==> src/rtl/camera_pkg.sv <==
// Shared definitions for the camera capture path: FSM encoding, default
// geometry and the byte order used when pairing camera bytes into words.
package camera_pkg;

  typedef enum logic [2:0] {
    ST_IDLE     = 3'd0,
    ST_ARMED    = 3'd1,
    ST_WAIT_SOF = 3'd2,
    ST_CAPTURE  = 3'd3,
    ST_DONE     = 3'd4
  } cam_state_e;

  localparam int DEF_IMG_WIDTH  = 640;
  localparam int DEF_IMG_HEIGHT = 480;
  localparam int DEF_ADDR_W     = 19;

  // UYVY: the first byte of each pair lands in the upper half of the word.
  localparam logic UYVY_FIRST_HI = 1'b1;

  function automatic logic [15:0] pack_uyvy(input logic [7:0] first_b,
                                            input logic [7:0] second_b);
    if (UYVY_FIRST_HI) begin
      return {first_b, second_b};
    end else begin
      return {second_b, first_b};
    end
  endfunction

endpackage

==> src/rtl/cam_input_sync.sv <==
// Brings the asynchronous camera bus into clk_25 and produces edge strobes
// for pclk/href/vsyn, all aligned with the delayed levels and data byte.
module cam_input_sync (
  input  logic       clk_25,
  input  logic       rst,
  input  logic       cam_pclk,
  input  logic       cam_href,
  input  logic       cam_vsyn,
  input  logic [7:0] cam_data,
  output logic       pclk_rise,
  output logic       href_lvl,
  output logic       href_rise,
  output logic       href_fall,
  output logic       vsyn_lvl,
  output logic       vsyn_rise,
  output logic       vsyn_fall,
  output logic [7:0] data_lvl
);

  logic       pclk_meta_r, pclk_sync_r, pclk_dly_r;
  logic       href_meta_r, href_sync_r, href_dly_r;
  logic       vsyn_meta_r, vsyn_sync_r, vsyn_dly_r;
  logic [7:0] data_meta_r, data_sync_r, data_dly_r;
  logic       pclk_rise_r, href_rise_r, href_fall_r, vsyn_rise_r, vsyn_fall_r;

  // Two-flop synchronizers, a third stage for edge detection, registered strobes.
  always_ff @(posedge clk_25) begin
    if (!rst) begin
      pclk_meta_r <= 1'b0;
      pclk_sync_r <= 1'b0;
      pclk_dly_r  <= 1'b0;
      href_meta_r <= 1'b0;
      href_sync_r <= 1'b0;
      href_dly_r  <= 1'b0;
      vsyn_meta_r <= 1'b0;
      vsyn_sync_r <= 1'b0;
      vsyn_dly_r  <= 1'b0;
      data_meta_r <= 8'h00;
      data_sync_r <= 8'h00;
      data_dly_r  <= 8'h00;
      pclk_rise_r <= 1'b0;
      href_rise_r <= 1'b0;
      href_fall_r <= 1'b0;
      vsyn_rise_r <= 1'b0;
      vsyn_fall_r <= 1'b0;
    end else begin
      pclk_meta_r <= cam_pclk;
      pclk_sync_r <= pclk_meta_r;
      pclk_dly_r  <= pclk_sync_r;
      href_meta_r <= cam_href;
      href_sync_r <= href_meta_r;
      href_dly_r  <= href_sync_r;
      vsyn_meta_r <= cam_vsyn;
      vsyn_sync_r <= vsyn_meta_r;
      vsyn_dly_r  <= vsyn_sync_r;
      data_meta_r <= cam_data;
      data_sync_r <= data_meta_r;
      data_dly_r  <= data_sync_r;
      pclk_rise_r <= pclk_sync_r & ~pclk_dly_r;
      href_rise_r <= href_sync_r & ~href_dly_r;
      href_fall_r <= ~href_sync_r & href_dly_r;
      vsyn_rise_r <= vsyn_sync_r & ~vsyn_dly_r;
      vsyn_fall_r <= ~vsyn_sync_r & vsyn_dly_r;
    end
  end

  assign pclk_rise = pclk_rise_r;
  assign href_lvl  = href_dly_r;
  assign href_rise = href_rise_r;
  assign href_fall = href_fall_r;
  assign vsyn_lvl  = vsyn_dly_r;
  assign vsyn_rise = vsyn_rise_r;
  assign vsyn_fall = vsyn_fall_r;
  assign data_lvl  = data_dly_r;

endmodule

==> src/rtl/camera_capture.sv <==
// Single-frame capture of the camera byte stream into addressed 16-bit UYVY
// words, with a sticky flag for lines that do not carry 2*IMG_WIDTH bytes.
module camera_capture
  import camera_pkg::*;
#(
  parameter int IMG_WIDTH  = DEF_IMG_WIDTH,
  parameter int IMG_HEIGHT = DEF_IMG_HEIGHT,
  parameter int ADDR_W     = DEF_ADDR_W
) (
  input  logic              clk_25,
  input  logic              rst,
  input  logic              configure_over,
  input  logic              capture_start,
  input  logic              cam_pclk,
  input  logic              cam_href,
  input  logic              cam_vsyn,
  input  logic [7:0]        cam_data,
  output logic [15:0]       pix_data,
  output logic              pix_valid,
  output logic [ADDR_W-1:0] pix_addr,
  output logic              capturing,
  output logic              frame_done,
  output logic              line_err
);

  localparam int COL_W = $clog2(IMG_WIDTH + 1);
  localparam int ROW_W = $clog2(IMG_HEIGHT + 1);
  localparam int CNT_W = $clog2(2 * IMG_WIDTH + 2) + 1;
  localparam logic [COL_W-1:0] COL_LIM  = COL_W'(IMG_WIDTH);
  localparam logic [ROW_W-1:0] ROW_LIM  = ROW_W'(IMG_HEIGHT);
  localparam logic [CNT_W-1:0] CNT_LINE = CNT_W'(2 * IMG_WIDTH);
  localparam logic [CNT_W-1:0] CNT_MAX  = {CNT_W{1'b1}};

  logic       pclk_rise_s, href_s, href_rise_s, href_fall_s;
  logic       vsyn_s, vsyn_rise_s, vsyn_fall_s;
  logic [7:0] data_s;

  cam_input_sync u_sync (
    .clk_25    (clk_25),
    .rst       (rst),
    .cam_pclk  (cam_pclk),
    .cam_href  (cam_href),
    .cam_vsyn  (cam_vsyn),
    .cam_data  (cam_data),
    .pclk_rise (pclk_rise_s),
    .href_lvl  (href_s),
    .href_rise (href_rise_s),
    .href_fall (href_fall_s),
    .vsyn_lvl  (vsyn_s),
    .vsyn_rise (vsyn_rise_s),
    .vsyn_fall (vsyn_fall_s),
    .data_lvl  (data_s)
  );

  cam_state_e        state_r, state_nx_s;
  logic              phase_r, line_open_r;
  logic [7:0]        hold_r;
  logic [COL_W-1:0]  col_r;
  logic [ROW_W-1:0]  row_r;
  logic [CNT_W-1:0]  byte_cnt_r;
  logic [ADDR_W-1:0] addr_r;
  logic [15:0]       pix_data_r;
  logic              pix_valid_r, capturing_r, frame_done_r, line_err_r;

  logic              start_ok_s, phase_eff_s, in_window_s;
  logic [CNT_W-1:0]  cnt_base_s, cnt_inc_s;
  logic [ROW_W-1:0]  row_inc_s;

  assign start_ok_s  = capture_start & configure_over;
  // A byte arriving together with href rise belongs to the new line.
  assign phase_eff_s = href_rise_s ? 1'b0 : phase_r;
  assign cnt_base_s  = href_rise_s ? {CNT_W{1'b0}} : byte_cnt_r;
  assign cnt_inc_s   = (cnt_base_s == CNT_MAX) ? CNT_MAX : cnt_base_s + CNT_W'(1'b1);
  assign row_inc_s   = (row_r == ROW_LIM) ? ROW_LIM : row_r + ROW_W'(1'b1);
  assign in_window_s = (col_r < COL_LIM) && (row_r < ROW_LIM);

  // FSM state register.
  always_ff @(posedge clk_25) begin
    if (!rst) begin
      state_r <= ST_IDLE;
    end else begin
      state_r <= state_nx_s;
    end
  end

  // FSM next-state logic.
  always_comb begin
    state_nx_s = state_r;
    case (state_r)
      ST_IDLE: begin
        if (start_ok_s) state_nx_s = ST_ARMED;
        else            state_nx_s = ST_IDLE;
      end
      ST_ARMED: begin
        if (vsyn_s) state_nx_s = ST_WAIT_SOF;
        else        state_nx_s = ST_ARMED;
      end
      ST_WAIT_SOF: begin
        if (vsyn_fall_s) state_nx_s = ST_CAPTURE;
        else             state_nx_s = ST_WAIT_SOF;
      end
      ST_CAPTURE: begin
        if (vsyn_rise_s) state_nx_s = ST_DONE;
        else             state_nx_s = ST_CAPTURE;
      end
      ST_DONE:  state_nx_s = ST_IDLE;
      default:  state_nx_s = ST_IDLE;
    endcase
  end

  // Byte pairing, counters, address generation and registered outputs.
  always_ff @(posedge clk_25) begin
    if (!rst) begin
      phase_r      <= 1'b0;
      line_open_r  <= 1'b0;
      hold_r       <= 8'h00;
      col_r        <= {COL_W{1'b0}};
      row_r        <= {ROW_W{1'b0}};
      byte_cnt_r   <= {CNT_W{1'b0}};
      addr_r       <= {ADDR_W{1'b0}};
      pix_data_r   <= 16'h0000;
      pix_valid_r  <= 1'b0;
      capturing_r  <= 1'b0;
      frame_done_r <= 1'b0;
      line_err_r   <= 1'b0;
    end else begin
      pix_valid_r  <= 1'b0;
      frame_done_r <= 1'b0;
      if (pix_valid_r) begin
        addr_r <= addr_r + ADDR_W'(1'b1);
      end
      case (state_r)
        ST_IDLE: begin
          if (start_ok_s) line_err_r <= 1'b0;
        end
        ST_WAIT_SOF: begin
          if (vsyn_fall_s) begin
            addr_r      <= {ADDR_W{1'b0}};
            col_r       <= {COL_W{1'b0}};
            row_r       <= {ROW_W{1'b0}};
            byte_cnt_r  <= {CNT_W{1'b0}};
            phase_r     <= 1'b0;
            line_open_r <= 1'b0;
            capturing_r <= 1'b1;
          end
        end
        ST_CAPTURE: begin
          if (href_rise_s) begin
            phase_r     <= 1'b0;
            byte_cnt_r  <= {CNT_W{1'b0}};
            line_open_r <= 1'b1;
          end
          if (pclk_rise_s && href_s) begin
            byte_cnt_r <= cnt_inc_s;
            if (!phase_eff_s) begin
              hold_r  <= data_s;
              phase_r <= 1'b1;
            end else begin
              phase_r <= 1'b0;
              if (in_window_s) begin
                pix_valid_r <= 1'b1;
                pix_data_r  <= pack_uyvy(hold_r, data_s);
                col_r       <= col_r + COL_W'(1'b1);
              end
            end
          end
          if (href_fall_s) begin
            row_r       <= row_inc_s;
            col_r       <= {COL_W{1'b0}};
            line_open_r <= 1'b0;
            if (byte_cnt_r != CNT_LINE) line_err_r <= 1'b1;
          end
          // Frame ended inside a line whose href fall was never seen.
          if (vsyn_rise_s && line_open_r && !href_fall_s) begin
            line_err_r <= 1'b1;
          end
        end
        ST_DONE: begin
          frame_done_r <= 1'b1;
          capturing_r  <= 1'b0;
        end
        default: ;
      endcase
    end
  end

  assign pix_data   = pix_data_r;
  assign pix_valid  = pix_valid_r;
  assign pix_addr   = addr_r;
  assign capturing  = capturing_r;
  assign frame_done = frame_done_r;
  assign line_err   = line_err_r;

endmodule
==> config.mk <==
export PLATFORM = sky130hd
export DESIGN_NAME = camera_capture
export DESIGN_NICKNAME = d
export VERILOG_FILES = /design/src/rtl/camera_pkg.sv /design/src/rtl/cam_input_sync.sv /design/src/rtl/camera_capture.sv
export SDC_FILE = /design/constraint.sdc
export NUM_CORES = 1
export LEC_CHECK = 0
export BUFFER_PORTS_ARGS = -buffer_cell sky130_fd_sc_hd__buf_4
export CORE_UTILIZATION = 40
export DETAILED_ROUTE_END_ITERATION = 8
export SETUP_SLACK_MARGIN = 0.3
export SKIP_CTS_REPAIR_TIMING = 1
export SLEW_MARGIN = 5
export SYNTH_ARGS = -nofsm -noshare
export SYNTH_HDL_FRONTEND = slang
export SYNTH_SLANG_ARGS = --single-unit
==> constraint.sdc <==
create_clock -name clk_25 -period 2.05 [get_ports clk_25]
set_clock_uncertainty 0.05 [all_clocks]
set_input_delay 0.5125 -clock clk_25 [delete_from_list [all_inputs] [get_ports clk_25]]
set_output_delay 0.5125 -clock clk_25 [all_outputs]
set_load 0.01 [all_outputs]
==> results of run 1 <==
worst paths after layout:
path	startpoint	endpoint	cells past startpoint
hold reg to reg	u_sync.pclk_dly_r	u_sync.pclk_rise	1
setup reg to reg	u_sync.href_rise	col_r[8]	6
setup / recovery	u_sync.href_rise	col_r[8]	6
hold / removal	cam_data[5]	u_sync.data_meta_r[5]	2
cell families after synthesis:
kind of cell / Yosys count / share of synthesized area
AND/OR/NAND/NOR: 273 / 0.286
flip-flops: 121 / 0.506
AO/OA/AOI/OAI: 106 / 0.133
buffers and inverters: 32 / 0.0306
XOR/XNOR: 15 / 0.0274
adder cells (fa/ha/maj): 5 / 0.0131
multiplexers: 2 / 0.00444
cells in the final DEF (no fill, tap or decap), types with 3 or more instances in the layout:
cell type	n
nand4_1	6
inv_6	3
nand4b_1	5
a21oi_1	44
clkinvlp_4	4
nor2_1	44
xnor2_1	4
a31oi_1	3
nand3_1	20
xor2_1	11
o21a_1	4
nand2_1	87
and3_1	6
nor3_1	11
o21ai_0	29
nor3_2	4
inv_1	6
or3_1	11
ha_1	5
nor2b_1	6
buf_4	74
nand2b_1	8
buf_6	4
o31ai_1	3
bufinv_16	6
dfxtp_2	5
dfxtp_1	114
clkbuf_16	17
and2_1	39
or3_4	4
critical path, cell delays in order (launching register included):
cell and delay, ps:
dfxtp_4 340, nand4b_1 260, or4b_4 610, buf_6 140, nor2_4 120, o211ai_2 100
a31oi_2 180
metrics by stage:
step / area (um^2) / total power [W] / worst slack (ps) / utilization
6_report: 6280 / 0.00585 / 198 / 0.543
5_1_grt: 6280 / 0.00607 / 152 / 0.543
4_1_cts: 6050 / 0.00592 / 69.3 / 0.523
3_5_place_dp: 5380 / 0.00255 / 73.9 / 0.465
3_3_place_gp: 5380 / 0.00255 / 189 / 0.465
2_1_floorplan: 4790 / 0.00251 / 310 / -
routing by layer:
layer | track usage | up-vias | part of all wire
met3 | 0.0577 | 8 | 0.043
met5 | 0 | - | 0
met1 | 0.210 | 1847 | 0.48
met4 | 0.0595 | 0 | 0.0087
met2 | 0.270 | 91 | 0.46
li1 | - | 2065 | -
state kept, by name, indices dropped and copies added, names as in the netlist, 3 cells and up:
| register | count |
|---|---|
| state_r | 3 |
| u_sync.data_meta_r | 8 |
| pix_data | 16 |
| hold_r | 8 |
| byte_cnt_r | 12 |
| pix_addr | 19 |
| col_r | 10 |
| u_sync.data_sync_r | 8 |
| row_r | 9 |
| u_sync.data_lvl | 8 |
cells in the mapped netlist, drive strengths merged, types with 2 or more instances:
cell type / number / area share
dfxtp: 121 / 0.51
ha: 5 / 0.013
o21ai: 30 / 0.032
o311ai: 2 / 0.0037
and3: 6 / 0.0078
and3b: 2 / 0.0037
and2: 40 / 0.052
inv: 6 / 0.0047
a22oi: 2 / 0.0031
nor3: 15 / 0.016
a21oi: 46 / 0.048
nand4b: 5 / 0.0091
o2111ai: 2 / 0.0037
nor2: 47 / 0.038
buf: 11 / 0.014
nand2b: 8 / 0.010
or2: 2 / 0.0026
nand2: 89 / 0.070
xnor2: 4 / 0.0073
o211ai: 2 / 0.0042
o31ai: 3 / 0.0047
o21a: 4 / 0.0063
nor4: 3 / 0.0039
a31oi: 4 / 0.0065
xor2: 11 / 0.020
nand4: 7 / 0.010
or3: 14 / 0.018
clkbuf: 14 / 0.011
nor2b: 6 / 0.0078
a21o: 2 / 0.0031
nand3: 21 / 0.022
power by group through the flow:
| stage | Sequential [W] | Clock (W) | Combinational, W |
|---|---|---|---|
| 2_1_floorplan | 0.00244 | 0 | 0.0000647 |
| 3_3_place_gp | 0.00244 | 0 | 0.000106 |
| 3_5_place_dp | 0.00245 | 0 | 0.000108 |
| 4_1_cts | 0.00239 | 0.00342 | 0.000108 |
| 5_1_grt | 0.00239 | 0.00355 | 0.000122 |
| 6_report | 0.00239 | 0.00335 | 0.000109 |
area by class of cell:
class	count	area, um^2
fillers	1044	5290
flip-flops and latches	121	2440
multi-input cells	402	2330
repair buffers	80	636
clock buffers	17	425
clock inverters	14	245
well taps	143	179
inverters	7	26.3
==> results.py, run 1 <==
metrics = {
    "grt": {
        "grt_antenna_before_repair": 0,
        "grt.overflow.total": 0,
        "grt_pass1_vias": 3695,
        "groute.usage.overall": 0.168,
        "grt_pass1_wl_um": 16800,
        "grt_max_degree": 35,
    },
    "power_and_ir_drop": {
        "p_sw_w": 0.00114,
        "p_per_area_mw_per_mm2": 932,
        "internal_power_w": 0.00471,
        "vdd_ir_drop_max_mv": 0.903,
        "p_seq_frac": 0.409,
        "pwr-share-clk": 0.572,
        "switching_share": 0.195,
        "combPwrFrac": 0.019,
        "p_leak_nw": 2.42,
    },
    "placement": {
        "placed_cells": 743,
        "io_buffers": 53,
        "gp_congestion": 0.786,
        "dpl.hpwl_um": 6770,
    },
    "route": {
        "drcViolationCount": 8,
        "drtPass1Iterations": 6,
        "first_iter_violations": 268,
        "vias_per_cell": 5.12,
        "wire_per_inst_um": 12.9,
        "wl_um": 10100,
        "dr_total_vias": 4011,
        "postRouteAntennaNets": 0,
    },
    "logic_synthesis": {
        "syn_nets": 574,
        "synth-seq-cells": 121,
        "syn_area_mm2": 0.00479,
        "synth_edf_count": 0,
        "async_reset_ff_frac": 0,
        "synth.distinct_cells": 60,
        "yosysSeqAreaShare": 0.506,
        "avgSynthCellArea_um2": 8.65,
        "synth_cells": 554,
        "ys.flop_type": "dfxtp_1",
        "yosys_warnings": 0,
    },
    "sta": {
        "layout_min_cycle_time_ps": 1850,
        "whs_ps": 253,
        "maxSlewViolCount": 0,
        "rsz0062_at_grt": "true",
        "tightest_slew_ps": 673,
        "relSlewSlack": 0.551,
        "fin_tns_setup_ps": 0,
        "clock.fmax_mhz": 540,
        "finalSetupViolations": 0,
        "hold_violations": 0,
        "post-route-period-util": 0.904,
    },
    "worst_setup_path": {
        "path_max_fanout": 3,
        "end_kind": "register",
        "setup.worst_path.class": "register to register",
        "critPathRequiredTime_ps": 2330,
        "start_kind": "register",
        "r2r_slack_ps": 200,
        "worstPathArrival_ps": 2140,
    },
    "cells_and_area": {
        "area_delta_synth_final_pct": 31.1,
        "fin_cells": 784,
        "fin_nets": 649,
        "antenna_cells": 0,
        "drive_gt1_frac": 0.226,
    },
    "clock_network": {
        "root_buffer": "clkbuf_16",
        "clk_pin_slew_ps": 60,
        "numCtsBuffers": 17,
        "clock_latency_ps": 410,
        "cts_tree": "built",
        "clk_path_buf_depth": 2,
        "htreeDepth": 4,
        "cts.sinks": 121,
    },
    "floorplan": {
        "dieArea_mm2": 0.0124,
        "die_w_um": 111,
        "start_util": 0.414,
        "boundaryPins": 54,
        "die_h_um": 111,
        "coreArea_mm2": 0.0116,
        "rows": 39,
    },
    "status": {
        "violations": "DRC",
        "status": "finished, violations left",
    },
    "hold_path": {
        "hp-class": "primary input to register",
    },
    "job": {
        "cap_violations": 0,
    },
}
Power figures use the tool's default switching activity.
==> run 2, diff against run 1 <==
clock period = 2.1 ns   (was 2.05 ns; I/O delays follow)
==> run 2 against run 1 <==
  * The run still ends with DRC left
  * Critical path depth is 1 lower
  * Clock power is 15% lower
  * Combinational power is 4% lower
  * First-iteration DRC count is 22% higher
  * Core utilization is 1.4 points lower
  * Power is 9.3% lower
  * Hold slack better by 20 ps
  * Clock-buffer cell count stayed put
  * Wire length is 2.9% higher
  * Non-clock buffer count is 2 lower
==> results.py, run 2 (same netlist as run 1, synthesis figures left out) <==
metrics = {
    "sta": {
        "post-route-period-util": 0.844,
        "setup_ws_ps": 328,
        "relSlewSlack": 0.546,
        "maxSlewViolCount": 0,
        "tightest_slew_ps": 680,
        "layout_min_cycle_time_ps": 1770,
        "hold_violations": 0,
        "clock.fmax_mhz": 564,
        "rsz0062_at_grt": "true",
        "fin_tns_setup_ps": 0,
        "finalSetupViolations": 0,
    },
    "cells_and_area": {
        "drive_gt1_frac": 0.213,
        "largest_reg_flops": 19,
        "area_delta_synth_final_pct": 27.6,
        "layout_common_cells": "dfxtp_1, nand2_1, buf_4",
        "final_common_cell": "dfxtp_1",
        "fin_nets": 646,
        "antenna_cells": 0,
    },
    "route": {
        "drtPass1Iterations": 6,
        "wl_um": 10400,
        "wire_per_inst_um": 13.3,
        "vias_per_cell": 5.14,
        "drcViolationCount": 4,
        "dr_total_vias": 4021,
        "postRouteAntennaNets": 0,
        "first_iter_violations": 326,
    },
    "grt": {
        "grt_antenna_before_repair": 0,
        "grt.overflow.total": 0,
        "grt_pass1_wl_um": 17500,
        "grt_pass1_vias": 3796,
        "groute.usage.overall": 0.175,
        "grt_max_degree": 35,
    },
    "power_and_ir_drop": {
        "combPwrFrac": 0.020,
        "pwr-share-clk": 0.540,
        "p_seq_frac": 0.441,
        "p_leak_nw": 2.36,
        "vdd_ir_drop_max_mv": 0.635,
        "internal_power_w": 0.00414,
        "p_sw_w": 0.00116,
        "switching_share": 0.219,
        "p_per_area_mw_per_mm2": 868,
    },
    "floorplan": {
        "rows": 39,
        "dieArea_mm2": 0.0124,
        "die_w_um": 111,
        "coreArea_mm2": 0.0116,
        "start_util": 0.414,
        "boundaryPins": 54,
        "die_h_um": 111,
    },
    "hold_path": {
        "hp-class": "primary input to register",
    },
    "worst_setup_path": {
        "r2r_end": "col_r[8]",
        "path_max_fanout": 5,
        "worstPathArrival_ps": 2050,
        "rr_startpoint": "u_sync.href_rise",
        "setup.worst_path.class": "register to register",
        "r2r_slack_ps": 330,
        "cp-endpoint": "col_r[8]",
        "critPathRequiredTime_ps": 2380,
        "end_kind": "register",
        "startpoint": "u_sync.href_rise",
        "ff2ff_path_depth": 5,
        "start_kind": "register",
    },
    "placement": {
        "dpl.hpwl_um": 7250,
        "io_buffers": 53,
        "gp_congestion": 0.807,
        "post-place-ws_ps": 155,
    },
    "clock_network": {
        "root_buffer": "clkbuf_16",
        "clk_path_buf_depth": 2,
        "cts_tree": "built",
        "cts.sinks": 121,
        "htreeDepth": 4,
        "clock_latency_ps": 410,
        "clk_pin_slew_ps": 60,
        "numCtsBuffers": 17,
    },
    "job": {
        "cap_violations": 0,
    },
    "status": {
        "status": "finished, violations left",
        "violations": "DRC",
    },
}
## run 2: area by class of cell
class	count	area (um^2)
Clock buffer	17	425
Tap cell	143	179
Sequential cell	121	2430
Fill cell	1069	5450
Timing Repair Buffer	78	598
Multi-Input combinational cell	401	2290
Inverter	7	26.3
Clock inverter	15	164
## run 2: worst min-delay path by stage
stage,slack [ps],to,from,depth (start not counted)
6_report,270,u_sync.data_meta_r[0],cam_data[0],2
3_5_place_dp,330,u_sync.pclk_rise,u_sync.pclk_dly_r,1
4_1_cts,260,u_sync.data_meta_r[5],cam_data[5],2
2_1_floorplan,320,u_sync.pclk_rise,u_sync.pclk_dly_r,1
5_1_grt,260,u_sync.data_meta_r[5],cam_data[5],2
3_3_place_gp,320,u_sync.pclk_rise,u_sync.pclk_dly_r,1
## run 2: per-stage QoR
stage	utilization	area, um^2	power [W]	instances	hold slack (ps)
2_1_floorplan	-	4790	0.00245	554	317
3_3_place_gp	0.467	5410	0.00249	746	321
3_5_place_dp	0.467	5410	0.00249	746	330
4_1_cts	0.518	5990	0.00538	778	260
5_1_grt	0.529	6110	0.00550	782	260
6_report	0.529	6110	0.00531	782	274
## run 2: per-layer routing
layer,part of all wire,vias up,GRT usage
met5,0,-,0
met4,0.010,0,0.0685
met3,0.039,10,0.0506
met2,0.46,87,0.279
met1,0.49,1871,0.224
li1,-,2053,-
## run 2: power groups by stage
stage	Combinational (W)	Sequential, W	Clock (W)
floorplan	0.0000631	0.00238	0
global placement	0.000103	0.00239	0
detailed placement	0.000105	0.00239	0
CTS	0.000105	0.00234	0.00294
global route	0.000117	0.00234	0.00304
finish	0.000105	0.00234	0.00286
## run 2: worst max-delay path, stage by stage (launching register included)
cell      delay (ps)
dfxtp_2          330
nand4b_1         280
or4b_4           660
nor2_4           140
o211ai_2         110
a31oi_2          130
